## config.mk

```make
export PLATFORM = sky130hd
export DESIGN_NAME = core_mem_arbiter
export DESIGN_NICKNAME = d
export VERILOG_FILES = /design/src/rtl/core_mem_arbiter.sv
export SDC_FILE = /design/constraint.sdc
export NUM_CORES = 1
export LEC_CHECK = 0
export CORE_MARGIN = 5
export CORE_UTILIZATION = 40
export DETAILED_ROUTE_END_ITERATION = 10
export HOLD_SLACK_MARGIN = 0.03
export PLACE_DENSITY = 0.86
export SLEW_MARGIN = 20
export SYNTH_ARGS = -nofsm -noshare
export SYNTH_HDL_FRONTEND = slang
export SYNTH_SLANG_ARGS = --single-unit
```

## constraint.sdc

```tcl
create_clock -name clk -period 4.1 [get_ports clk]
set_clock_uncertainty 0.15 [all_clocks]
set_input_delay 0.41 -clock clk [delete_from_list [all_inputs] [get_ports clk]]
set_output_delay 0.41 -clock clk [all_outputs]
set_load 0.02 [all_outputs]
```

## src/rtl/core_mem_arbiter.sv

```systemverilog
// core_mem_arbiter
//   Round-robin arbiter that serialises the M-stage data-memory accesses of
//   NUM_CORES cores onto one req/ack memory port.
//
//   Optional feature macro: MEM_ARB_TIMEOUT_EN
//     When it is defined, an ack watchdog aborts an access after TIMEOUT BUSY
//     cycles and raises a sticky err output. When it is undefined, there is no
//     err port and BUSY waits for mem_ack indefinitely.
//
// Ports
//   clk        in   clock; all state changes on posedge
//   reset      in   asynchronous active-low reset
//   enable_M   in   2 bits per core: 01=LD, 10=ST, 00/11=idle
//   addr_M     in   ADDR_W bits per core, access address
//   wr_data_M  in   DATA_W bits per core, store data
//   ready_M    out  one bit per core, single-cycle completion pulse
//   rd_data_M  out  load data, shared by all cores
//   mem_req    out  memory request, held until mem_ack
//   mem_we     out  1=write, 0=read
//   mem_addr   out  memory address
//   mem_wdata  out  memory write data
//   mem_ack    in   memory done, may arrive in mem_req's first cycle
//   mem_rdata  in   read data, valid with mem_ack
//   err        out  sticky timeout flag (MEM_ARB_TIMEOUT_EN only)
module core_mem_arbiter #(
  parameter int NUM_CORES = 4,
  parameter int DATA_W    = 8,
  parameter int ADDR_W    = 10,
  parameter int TIMEOUT   = 64
) (
  input  logic                        clk,
  input  logic                        reset,
  input  logic [2*NUM_CORES-1:0]      enable_M,
  input  logic [ADDR_W*NUM_CORES-1:0] addr_M,
  input  logic [DATA_W*NUM_CORES-1:0] wr_data_M,
  output logic [NUM_CORES-1:0]        ready_M,
  output logic [DATA_W-1:0]           rd_data_M,
  output logic                        mem_req,
  output logic                        mem_we,
  output logic [ADDR_W-1:0]           mem_addr,
  output logic [DATA_W-1:0]           mem_wdata,
  input  logic                        mem_ack,
  input  logic [DATA_W-1:0]           mem_rdata
`ifdef MEM_ARB_TIMEOUT_EN
  ,
  output logic                        err
`endif
);

  localparam int GW = $clog2(NUM_CORES);

  localparam logic [1:0] S_IDLE = 2'd0;
  localparam logic [1:0] S_BUSY = 2'd1;
  localparam logic [1:0] S_DONE = 2'd2;

  if (NUM_CORES < 2 || TIMEOUT < 2) begin : g_bad_cfg
    $error("core_mem_arbiter: NUM_CORES and TIMEOUT must both be at least 2");
  end

  logic [1:0]        r_state;
  logic [GW-1:0]     r_last;
  logic [GW-1:0]     r_grant;
  logic              r_we;
  logic [ADDR_W-1:0] r_addr;
  logic [DATA_W-1:0] r_wdata;
  logic [DATA_W-1:0] r_rd;

  logic [NUM_CORES-1:0] w_valid;
  logic [NUM_CORES-1:0] w_st;
  logic [ADDR_W-1:0]    w_addr  [NUM_CORES];
  logic [DATA_W-1:0]    w_wdata [NUM_CORES];

  // Only 01 and 10 are real requests; 11 is treated as idle.
  for (genvar c = 0; c < NUM_CORES; c++) begin : g_core
    assign w_valid[c] = enable_M[2*c] ^ enable_M[2*c+1];
    assign w_st[c]    = enable_M[2*c+1];
    assign w_addr[c]  = addr_M[c*ADDR_W +: ADDR_W];
    assign w_wdata[c] = wr_data_M[c*DATA_W +: DATA_W];
  end

  // Scan cores starting just after the last grant; the first valid one wins.
  logic          w_any;
  logic [GW-1:0] w_pick;
  logic [GW-1:0] w_cand;

  always_comb begin
    w_any  = 1'b0;
    w_pick = '0;
    w_cand = '0;
    for (int unsigned i = 1; i <= NUM_CORES; i++) begin
      w_cand = GW'((32'(r_last) + i) % 32'(NUM_CORES));
      if (!w_any && w_valid[w_cand]) begin
        w_any  = 1'b1;
        w_pick = w_cand;
      end
    end
  end

`ifdef MEM_ARB_TIMEOUT_EN
  localparam int TOW = (TIMEOUT > 2) ? $clog2(TIMEOUT) : 1;
  localparam logic [TOW-1:0] TO_LAST = TOW'(TIMEOUT - 1);

  logic [TOW-1:0] r_cnt;
  logic           r_err;
`endif

  always_ff @(posedge clk or negedge reset) begin
    if (!reset) begin
      r_state <= S_IDLE;
      r_last  <= GW'(NUM_CORES - 1);
      r_grant <= '0;
      r_we    <= 1'b0;
      r_addr  <= '0;
      r_wdata <= '0;
      r_rd    <= '0;
`ifdef MEM_ARB_TIMEOUT_EN
      r_cnt   <= '0;
      r_err   <= 1'b0;
`endif
    end else begin
      case (r_state)
        S_IDLE: begin
          if (w_any) begin
            r_grant <= w_pick;
            r_last  <= w_pick;
            r_we    <= w_st[w_pick];
            r_addr  <= w_addr[w_pick];
            r_wdata <= w_wdata[w_pick];
            r_state <= S_BUSY;
`ifdef MEM_ARB_TIMEOUT_EN
            r_cnt   <= '0;
`endif
          end
        end
        S_BUSY: begin
          // An ack on the final watchdog cycle still completes normally.
          if (mem_ack) begin
            if (!r_we) begin
              r_rd <= mem_rdata;
            end
            r_state <= S_DONE;
          end
`ifdef MEM_ARB_TIMEOUT_EN
          else if (r_cnt == TO_LAST) begin
            r_rd    <= '0;
            r_err   <= 1'b1;
            r_state <= S_DONE;
          end else begin
            r_cnt <= r_cnt + 1'b1;
          end
`endif
        end
        S_DONE:  r_state <= S_IDLE;
        default: r_state <= S_IDLE;
      endcase
    end
  end

  assign mem_req   = (r_state == S_BUSY);
  assign mem_we    = r_we;
  assign mem_addr  = r_addr;
  assign mem_wdata = r_wdata;
  assign rd_data_M = r_rd;
  assign ready_M   = (r_state == S_DONE) ? (NUM_CORES'(1) << r_grant) : '0;

`ifdef MEM_ARB_TIMEOUT_EN
  assign err = r_err;
`endif

endmodule

```

== Word-level counts from Yosys, hierarchy flattened ==
Index checks and enable logic that the tools add are counted.

* Output and inout port bits: 32
* Register bits after elaboration: 33
* Bits of input ports: 91
* Logic and storage cells: 66

* Order comparisons: 6
* Reduce and logical (&&, ||, !) cells: 10
* Equal/unequal tests: 4
* Mux-type cells: 28
* Bitwise gates (word level): 6
* $add $sub $neg: 4
* Shift operators: 1

{| class="wikitable"
|+ Operator list
! cell !! number
|-
| binary-select mux 10 bit (select 2 bit) || 1
|-
| 2-to-1 mux 10 bit || 2
|-
| binary-select mux 8 bit (select 2 bit) || 1
|-
| 2-to-1 mux 8 bit || 2
|-
| < comparator 2 x 3 -> 1 bit (second input constant) || 5
|-
| 2-to-1 mux 2 bit || 6
|-
| binary-select mux 1 bit (select 2 bit) || 5
|-
| 2-to-1 mux 1 bit || 9
|-
| adder 2 x 1 -> 2 bit (second input constant) || 2
|-
| adder 2 bit (second input constant) || 2
|-
| 2-to-1 mux 4 bit || 1
|-
| one-hot mux 2 bit (2 select lines) || 1
|-
| AND reduction 2 bit || 2
|-
| left shift 1 x 2 -> 4 bit (first input constant) || 1
|-
| bitwise XOR 1 bit || 4
|-
| greater-or-equal comparator 3 bit (second input constant) || 1
|-
| logical AND 1 bit || 3
|-
| zero test 1 bit || 3
|-
| inverter 2 -> 3 bit || 1
|-
| AND reduction 3 bit || 1
|-
| equality test 2 x 1 -> 1 bit (second input constant) || 1
|-
| equality test 2 bit (second input constant) || 1
|-
| zero test 2 bit || 1
|-
| != test 2 x 1 -> 1 bit (second input constant) || 1
|-
| 2 further kinds || 2
|}

== Depth between registers and ports, before layout ==
Gate-level depths: netlist of run 1.

* Word-level depth: 17
* Mapped depth: 6
* Gate-level depth less buffers: 5

== Worst setup path before layout of run 1 ==
Ideal clock, no wire load.

* Kind: reg-to-reg
* Start: register r_state[0]
* End: register r_rd[0] (netlist: rd_data_M[0])
* Data required time: 3.822 ns
* Setup slack: 2.178 ns
* Stages on the path, launching flop included: 6
* Arrival time: 1.644 ns
* Buffers on the path: 1
* Setup time: 0.128 ns
* Period minus slack after synthesis: 1.922 ns
* Cells stage by stage: dfrtp_1 -> nor2b_1 -> and2_1 -> nor2b_1 -> buf_2 -> mux2_1

* Cells in the longest elaborated chain, start to end: 2

{| class="wikitable"
|+ Ends and longest elaborated chain
! item !! RTL line !! RTL
|-
| start: declaration || 60 || <nowiki>logic [1:0] r_state;</nowiki>
|-
| start signal: assignment || 109 || <nowiki>r_state <= S_IDLE;</nowiki>
|-
| start signal: assignment || 129 || <nowiki>r_state <= S_BUSY;</nowiki>
|-
| start signal: assignment || 141 || <nowiki>r_state <= S_DONE;</nowiki>
|-
| equality test 2 x 1 -> 1 bit || - ||
|-
| net mem_req || 38 || <nowiki>output logic mem_req,</nowiki>
|-
| AND reduction 3 bit (no source line) || - ||
|-
| end signal: assignment || 139 || <nowiki>r_rd <= mem_rdata;</nowiki>
|-
| end: declaration || 66 || <nowiki>logic [DATA_W-1:0] r_rd;</nowiki>
|}

The timed path passes the listed nets, and every way through them passes these cells.
A chain may end at the register's enable or synchronous reset.

== Worst setup path after layout of run 1 ==
* Start: input port enable_M[2]
* End: register r_wdata[2] (netlist: mem_wdata[2])

* Cells in the longest elaborated chain, start to end: 17
* Elaborated cells between the ends (all ways): 28
* Those cells by class: mux: 19; bitwise: 2; reduce/logical: 7

{| class="wikitable"
|+ Ends and longest elaborated chain
! item !! RTL line !! RTL
|-
| start: declaration || 33 || <nowiki>input logic [2*NUM_CORES-1:0] enable_M,</nowiki>
|-
| bitwise XOR 1 bit * || 75 || <nowiki>assign w_valid[c] = enable_M[2*c] ^ enable_M[2*c+1];</nowiki>
|-
| binary-select mux 1 bit (select 2 bit) || 92 || <nowiki>if (!w_any && w_valid[w_cand]) begin</nowiki>
|-
| 2-to-1 mux 1 bit (not written as such) || 92 ||
|-
| 2-to-1 mux 1 bit || 92 ||
|-
| zero test 1 bit || 92 ||
|-
| logical AND 1 bit || 92 ||
|-
| 2-to-1 mux 1 bit || 92 ||
|-
| zero test 1 bit || 92 ||
|-
| logical AND 1 bit || 92 ||
|-
| 2-to-1 mux 1 bit || 92 ||
|-
| zero test 1 bit || 92 ||
|-
| logical AND 1 bit || 92 ||
|-
| 2-to-1 mux 2 bit || 92 ||
|-
| inverter 2 -> 3 bit (not written as such) || 128 || <nowiki>r_wdata <= w_wdata[w_pick];</nowiki>
|-
| binary-select mux 8 bit (select 2 bit) || 128 ||
|-
| 2-to-1 mux 8 bit (not written as such) (2 in a row) || 128 ||
|-
| end signal: assignment || 128 ||
|-
| end: declaration || 65 || <nowiki>logic [DATA_W-1:0] r_wdata;</nowiki>
|}

Every way passes the cells marked *; elsewhere a longest branch is shown, timed or not. The select of a mux whose other input is x is not followed.

==> impl_metrics.py, run 1 <==
metrics = {
    "sta": {
        "setup_viol": 0,
        "worstMarginPinSlew_ns": 0.980,
        "relSlewSlack_pct": 34.7,
        "maxSlewViolCount": 0,
        "finalSetupTns_ns": 0,
        "fin_crit_ns": 2.53,
        "hold_viol_final": 0,
        "fin_crit_sh_pct": 61.6,
        "rsz0062_at_grt": "no",
        "max_freq_ghz": 0.396,
    },
    "cells_and_area": {
        "layout.nets": 379,
        "final_area_sq_mm": 0.00333,
        "areaGrowthSynthToFinish_pct": 67.1,
        "final_util_pct": 69.5,
        "drive_above_1_share_pct": 10.0,
        "nFillCells": 362,
        "n_antenna_cell": 0,
        "layout_common_cells": "clkdlybuf4s50_1 (121), mux2i_1 (38), dfrtp_1 (31)",
        "mostFrequentLayoutCell": "clkdlybuf4s50_1",
    },
    "floorplanning": {
        "core_area_sq_mm": 0.00479,
        "die_width_microns": 80.5,
        "row_count": 25,
        "die_h_microns": 80.5,
        "start_util_pct": 41.6,
        "pin_count": 123,
        "dieArea_sq_mm": 0.00649,
    },
    "cts": {
        "clk_latency_ns": 0.28,
        "clock_path_buffers": 2,
        "cts-resized-gates": 0,
        "cts_tree": "done",
        "cts_root_buffer": "clkbuf_8",
        "numClockSinks": 33,
        "postCtsSetupRepairBufs": 0,
        "cts_buffers": 5,
        "cts.reportedPaths.clkPinSlew_ns": 0.07,
        "holdBufCountCts": 0,
        "cts.htree.levels": 2,
    },
    "setup_path": {
        "crit_fanout": 12,
        "crit_arrival_ns": 2.56,
        "critPathKind": "primary input to flip-flop",
        "worst_ep_required_time_ns": 4.14,
        "critPathLaunchType": "primary input",
        "end_kind": "flip-flop",
    },
    "detailed_routing": {
        "drc": 0,
        "wl_microns": 5870,
        "drt_first_pass_iters": 4,
        "antenna_left": 0,
        "drt_iter0_drc": 63,
        "vias": 1803,
        "wl_per_cell_microns": 16.5,
        "vias_per_cell": 5.06,
    },
    "status": {
        "status": "complete, no violations",
    },
    "place": {
        "place_hpwl_microns": 4660,
        "port_buffers": 122,
        "place_congestion": 0.787,
        "dpl_cell_area_sq_mm": 0.00324,
    },
    "grt": {
        "grt_pass1_wl_microns": 9360,
        "overflow": 0,
        "grt_pass1_vias": 1886,
        "antenna_found_initial": 0,
        "grt.total_usage_pct": 18.8,
        "grt_max_degree": 34,
    },
    "yosys": {
        "synth_warnings": 0,
        "synth_seq_cells": 33,
        "syn_area_per_cell_sq_um": 12.0,
        "synth_area_sq_mm": 0.00199,
        "synth_compound_area_share_pct": 17.1,
        "muxShareOfSynthArea_pct": 23.6,
        "syn_inst": 166,
        "yosys.area_share.simple_pct": 9.05,
        "synth_fa_ha_area_share_pct": 0,
        "synth-xor-area-share_pct": 4.34,
        "ys_types": 31,
        "synth_seq_area_share_pct": 41.6,
        "synth_top_family_by_area": "multiplexers",
        "syn-num-nets": 257,
    },
    "worst_hold_path": {
        "hold_path.class": "primary input to asynchronous set/reset pin",
    },
    "pwr": {
        "powerDensity_mw_per_mm2": 646,
        "power_leakage_nw": 1.35,
        "peakVddDrop_v": 0.000320,
    },
    "run": {
        "cap_violations": 0,
    },
}
==> synth_stat cells, drive strengths merged <==
library cell,number,area (sq um)
nand2,26,97.6
nor2b,2,12.5
nor2,2,7.51
dfrtp,31,776
inv,2,7.51
mux2i,38,380
nand4,1,6.26
nor4bb,2,20.0
a211oi,1,12.5
xnor2,3,52.6
and4b,1,10.0
or3,1,11.3
nor4b,1,8.76
buf,10,77.6
and2,1,6.26
mux2,8,90.1
a21oi,3,37.5
xor2,3,33.8
o21ai,3,26.3
o31ai,3,27.5
o221ai,22,236
dfstp,2,52.6
==> state kept, by name (all words and copies together) (netlist names) <==
name	count
mem_addr	10
mem_wdata	8
mem_we	1
r_grant	2
r_last	2
r_state	2
rd_data_M	8
==> layout make-up <==
cell class / count / area, sq um / share of cell area (%)
multi-input cells: 121 / 1090 / 32.6
flip-flops and latches: 33 / 828 / 24.9
clock buffers: 6 / 72.6 / 2.18
inverters: 2 / 7.51 / 0.226
repair buffers: 125 / 1240 / 37.2
clock inverters: 2 / 10.0 / 0.301
well taps: 67 / 83.8 / 2.52
==> final timing paths <==
check	to	from	slack, ns	depth (start not counted)
worst max-delay path	mem_wdata[2]$_DFFE_PN0P_	enable_M[2]	1.57	6
worst min-delay path	mem_wdata[0]$_DFFE_PN0P_	reset	0.04	1
worst max register to register	mem_wdata[2]$_DFFE_PN0P_	r_state[1]$_DFFE_PN0P_	1.77	4
worst min register to register	mem_addr[6]$_DFFE_PN0P_	mem_addr[6]$_DFFE_PN0P_	0.34	2
max in group asynchronous	mem_addr[4]$_DFFE_PN0P_	reset	3.29	1
min in group clk	mem_addr[6]$_DFFE_PN0P_	mem_addr[6]$_DFFE_PN0P_	0.34	2
==> power breakdown <==
| group | switching (mW) | internal, mW | total [mW] |
|---|---|---|---|
| clock | 0.117 | 0.118 | 0.235 |
| sequential | 0.111 | 0.500 | 0.611 |
| combinational | 0.665 | 0.640 | 1.31 |
| total | 0.893 | 1.26 | 2.15 |
==> worst max-delay path, cell delays in order <==
cell	delay (ns)
clkdlybuf4s50_1	0.49
xnor2_2	0.32
or3_4	0.20
nand4_1	0.55
buf_4	0.42
o221ai_1	0.17
==> metrics by stage <==
| step | setup WS, ns | power, mW | hold WS [ns] | cells |
|---|---|---|---|---|
| 2_1_floorplan | 2.18 | 1.45 | -0.0356 | 166 |
| 3_3_place_gp | 1.35 | 1.91 | 0.317 | 348 |
| 3_5_place_dp | 1.28 | 1.94 | 0.325 | 348 |
| 4_1_cts | 1.56 | 2.18 | 0.0537 | 356 |
| 5_1_grt | 1.40 | 2.31 | 0.0975 | 356 |
| 6_report | 1.57 | 2.15 | 0.0409 | 356 |
==> cells by family (layout without fill, tap and decap cells) <==
logic type | Yosys count | count (layout)
muxes | 46 | 46
and+or+nand+nor | 37 | 37
DFF | 33 | 33
AOI/OAI and AO/OA | 32 | 32
buffers and inverters | 12 | 135
xor gates and xnor gates | 6 | 6
==> layer usage <==
layer,vias to the layer above,GRT usage (%),part of all wire (%),routed length [microns]
met5,-,0,0,0
met4,0,5.24,1.0,60
met3,6,6.61,8.1,478
met2,65,32.3,53,3100
met1,862,22.1,38,2230
li1,870,-,-,-
Note: power is estimated with default switching activity, not from simulation.
==> run 2, diff against run 1 <==
- CORE_UTILIZATION: 40 -> 37
- PLACE_DENSITY: 0.86 -> 0.8
- clock period: 4.1 -> 2.5 ns (I/O delays scaled with it)
==> run 2 against run 1 <==
Against the previous run: register-to-register slack got worse by 1.2 ns; sequential power increased by 64%; cell area increased by 3.1%; largest cell class unchanged; critical endpoint is now mem_we$_DFFE_PN0P_.
==> impl_metrics.py, run 2 (synthesized netlist as in run 1, its figures left out) <==
metrics = {
    "status": {
        "status": "complete, no violations",
    },
    "cts": {
        "cts-resized-gates": 0,
        "holdBufCountCts": 1,
        "cts_root_buffer": "clkbuf_8",
        "numClockSinks": 33,
        "postCtsSetupRepairBufs": 0,
        "cts_buffers": 5,
        "cts.htree.levels": 2,
        "cts_tree": "done",
        "clk_latency_ns": 0.27,
        "clock_path_buffers": 2,
        "cts.reportedPaths.clkPinSlew_ns": 0.06,
    },
    "sta": {
        "relSlewSlack_pct": 51.3,
        "maxSlewViolCount": 0,
        "worstMarginPinSlew_ns": 0.731,
        "setup_viol": 0,
        "rsz0062_at_grt": "no",
        "hold_viol_final": 0,
        "finalHoldWorstSlack_ns": 0.331,
        "setup_ws_ns": 0.303,
        "finalSetupTns_ns": 0,
        "fin_crit_sh_pct": 87.9,
        "fin_crit_ns": 2.20,
        "max_freq_ghz": 0.455,
    },
    "floorplanning": {
        "row_count": 26,
        "core_area_sq_mm": 0.00517,
        "start_util_pct": 38.5,
        "die_h_microns": 83.4,
        "dieArea_sq_mm": 0.00695,
        "die_width_microns": 83.4,
        "pin_count": 123,
    },
    "setup_path": {
        "path_buf_inv": 2,
        "r2r-end": "mem_we$_DFFE_PN0P_",
        "critPathLaunchType": "primary input",
        "crit_chain": "clkdlybuf4s50_1, xnor2_4, o221ai_2, a21oi_4, buf_12, mux2i_1, o221ai_1",
        "crit_arrival_ns": 2.17,
        "slowest_delay_ns": 0.52,
        "r2r_start": "r_last[0]$_DFFE_PN1P_",
        "cp_slowest_cell": "clkdlybuf4s50_1",
        "critPathKind": "primary input to flip-flop",
        "ff2ff_path_depth": 5,
        "worst_ep_required_time_ns": 2.48,
        "crit_fanout": 21,
        "reg2reg_slack_ns": 0.61,
        "end_kind": "flip-flop",
        "cp_top_family": "buffers and inverters",
    },
    "detailed_routing": {
        "vias_per_cell": 4.96,
        "highest_layer": "met4",
        "wl_per_cell_microns": 16.3,
        "route.met3.wl_microns": 443,
        "drt_first_pass_iters": 4,
        "drc": 0,
        "antenna_left": 0,
        "vias": 1817,
        "routed-wl-met2_microns": 3130,
        "routedLengthMet1_microns": 2340,
        "wl_microns": 5970,
        "drt_iter0_drc": 74,
    },
    "grt": {
        "grt_max_degree": 34,
        "grt_pass1_wl_microns": 9700,
        "grt.total_usage_pct": 16.9,
        "overflow": 0,
        "antenna_found_initial": 0,
        "grt_pass1_vias": 2021,
    },
    "place": {
        "place_hpwl_microns": 4710,
        "port_buffers": 122,
        "place_congestion": 0.811,
        "placed_cells": 357,
        "place_ws_ns": 0.0133,
        "dpl_cell_area_sq_mm": 0.00332,
    },
    "pwr": {
        "p_total_mw": 3.69,
        "pwr-share-seq_pct": 27.2,
        "peakVddDrop_v": 0.000638,
        "power_leakage_nw": 1.40,
        "intPower_mw": 2.20,
        "swShare_pct": 40.3,
        "switchingPower_mw": 1.49,
        "clkPwrFrac_pct": 11.7,
        "p_comb_share_pct": 61.1,
        "powerDensity_mw_per_mm2": 1080,
    },
    "run": {
        "cap_violations": 0,
    },
    "worst_hold_path": {
        "hold_depth": 1,
        "min_to": "rd_data_M[7]$_DFFE_PN0P_",
        "hold_path.class": "flip-flop to flip-flop",
        "min-delay-start": "rd_data_M[7]$_DFFE_PN0P_",
    },
    "cells_and_area": {
        "largest_register_ffs": 10,
        "areaGrowthSynthToFinish_pct": 72.3,
        "post_layout_nonfiller_instances": 366,
        "layout.nets": 386,
        "final_area_sq_mm": 0.00343,
        "n_antenna_cell": 0,
        "drive_above_1_share_pct": 12.2,
        "nFillCells": 411,
        "layout_common_cells": "clkdlybuf4s50_1 (121), mux2i_1 (38), dfrtp_1 (31)",
        "final_util_pct": 66.3,
        "mostFrequentLayoutCell": "clkdlybuf4s50_1",
    },
}
[run 2: cell count changes in the layout (fill, tap and decap cells not counted)]
cell,before,now
buf_12,0,2
buf_4,3,7
clkbuf_1,1,0
clkbuf_8,5,7
clkinv_2,2,1
dlygate4sd3_1,0,1
[run 2: worst max-delay path by stage]
stage                                 startpoint                        to  slack (ns)  cells after the start
after global placement               enable_M[7]        mem_we$_DFFE_PN0P_        0.07                      7
after detailed placement             enable_M[7]        mem_we$_DFFE_PN0P_        0.01                      7
after floorplan           r_state[0]$_DFFE_PN0P_  rd_data_M[0]$_DFFE_PN0P_        0.58                      5
after CTS                            enable_M[7]        mem_we$_DFFE_PN0P_        0.32                      7
after global routing                 enable_M[7]  mem_wdata[1]$_DFFE_PN0P_        0.22                      7
final                                enable_M[7]        mem_we$_DFFE_PN0P_        0.30                      7
[run 2: layer usage]
layer / vias to the layer above / track usage, %
met4: 0 / 4.90
met3: 6 / 4.85
met2: 61 / 30.5
met5: - / 0
met1: 862 / 19.2
li1: 888 / -
[run 2: power groups by stage]
| stage | Clock [mW] | Sequential [mW] | Combinational, mW |
|---|---|---|---|
| 2_1_floorplan | 0 | 1.25 | 1.12 |
| 3_3_place_gp | 0 | 0.998 | 2.24 |
| 3_5_place_dp | 0 | 1.01 | 2.29 |
| 4_1_cts | 0.444 | 1.00 | 2.29 |
| 5_1_grt | 0.472 | 1.05 | 2.42 |
| 6_report | 0.430 | 1.00 | 2.26 |
[run 2: layout make-up]
cell class              count  area, sq um  share of cell area [%]
clock buffers               7         96.3                    2.81
clock inverters             1         5.00                   0.146
inverters                   2         7.51                   0.219
multi-input cells         121         1090                    31.7
flip-flops and latches     33          828                    24.2
well taps                  70         87.6                    2.55
repair buffers            132         1320                    38.5
[run 2: worst register-to-register path: stages (launching register included)]
cell	delay (ns)
dfstp_2	0.60
o221ai_2	0.13
a21oi_4	0.24
buf_12	0.22
mux2i_1	0.28
o221ai_1	0.14
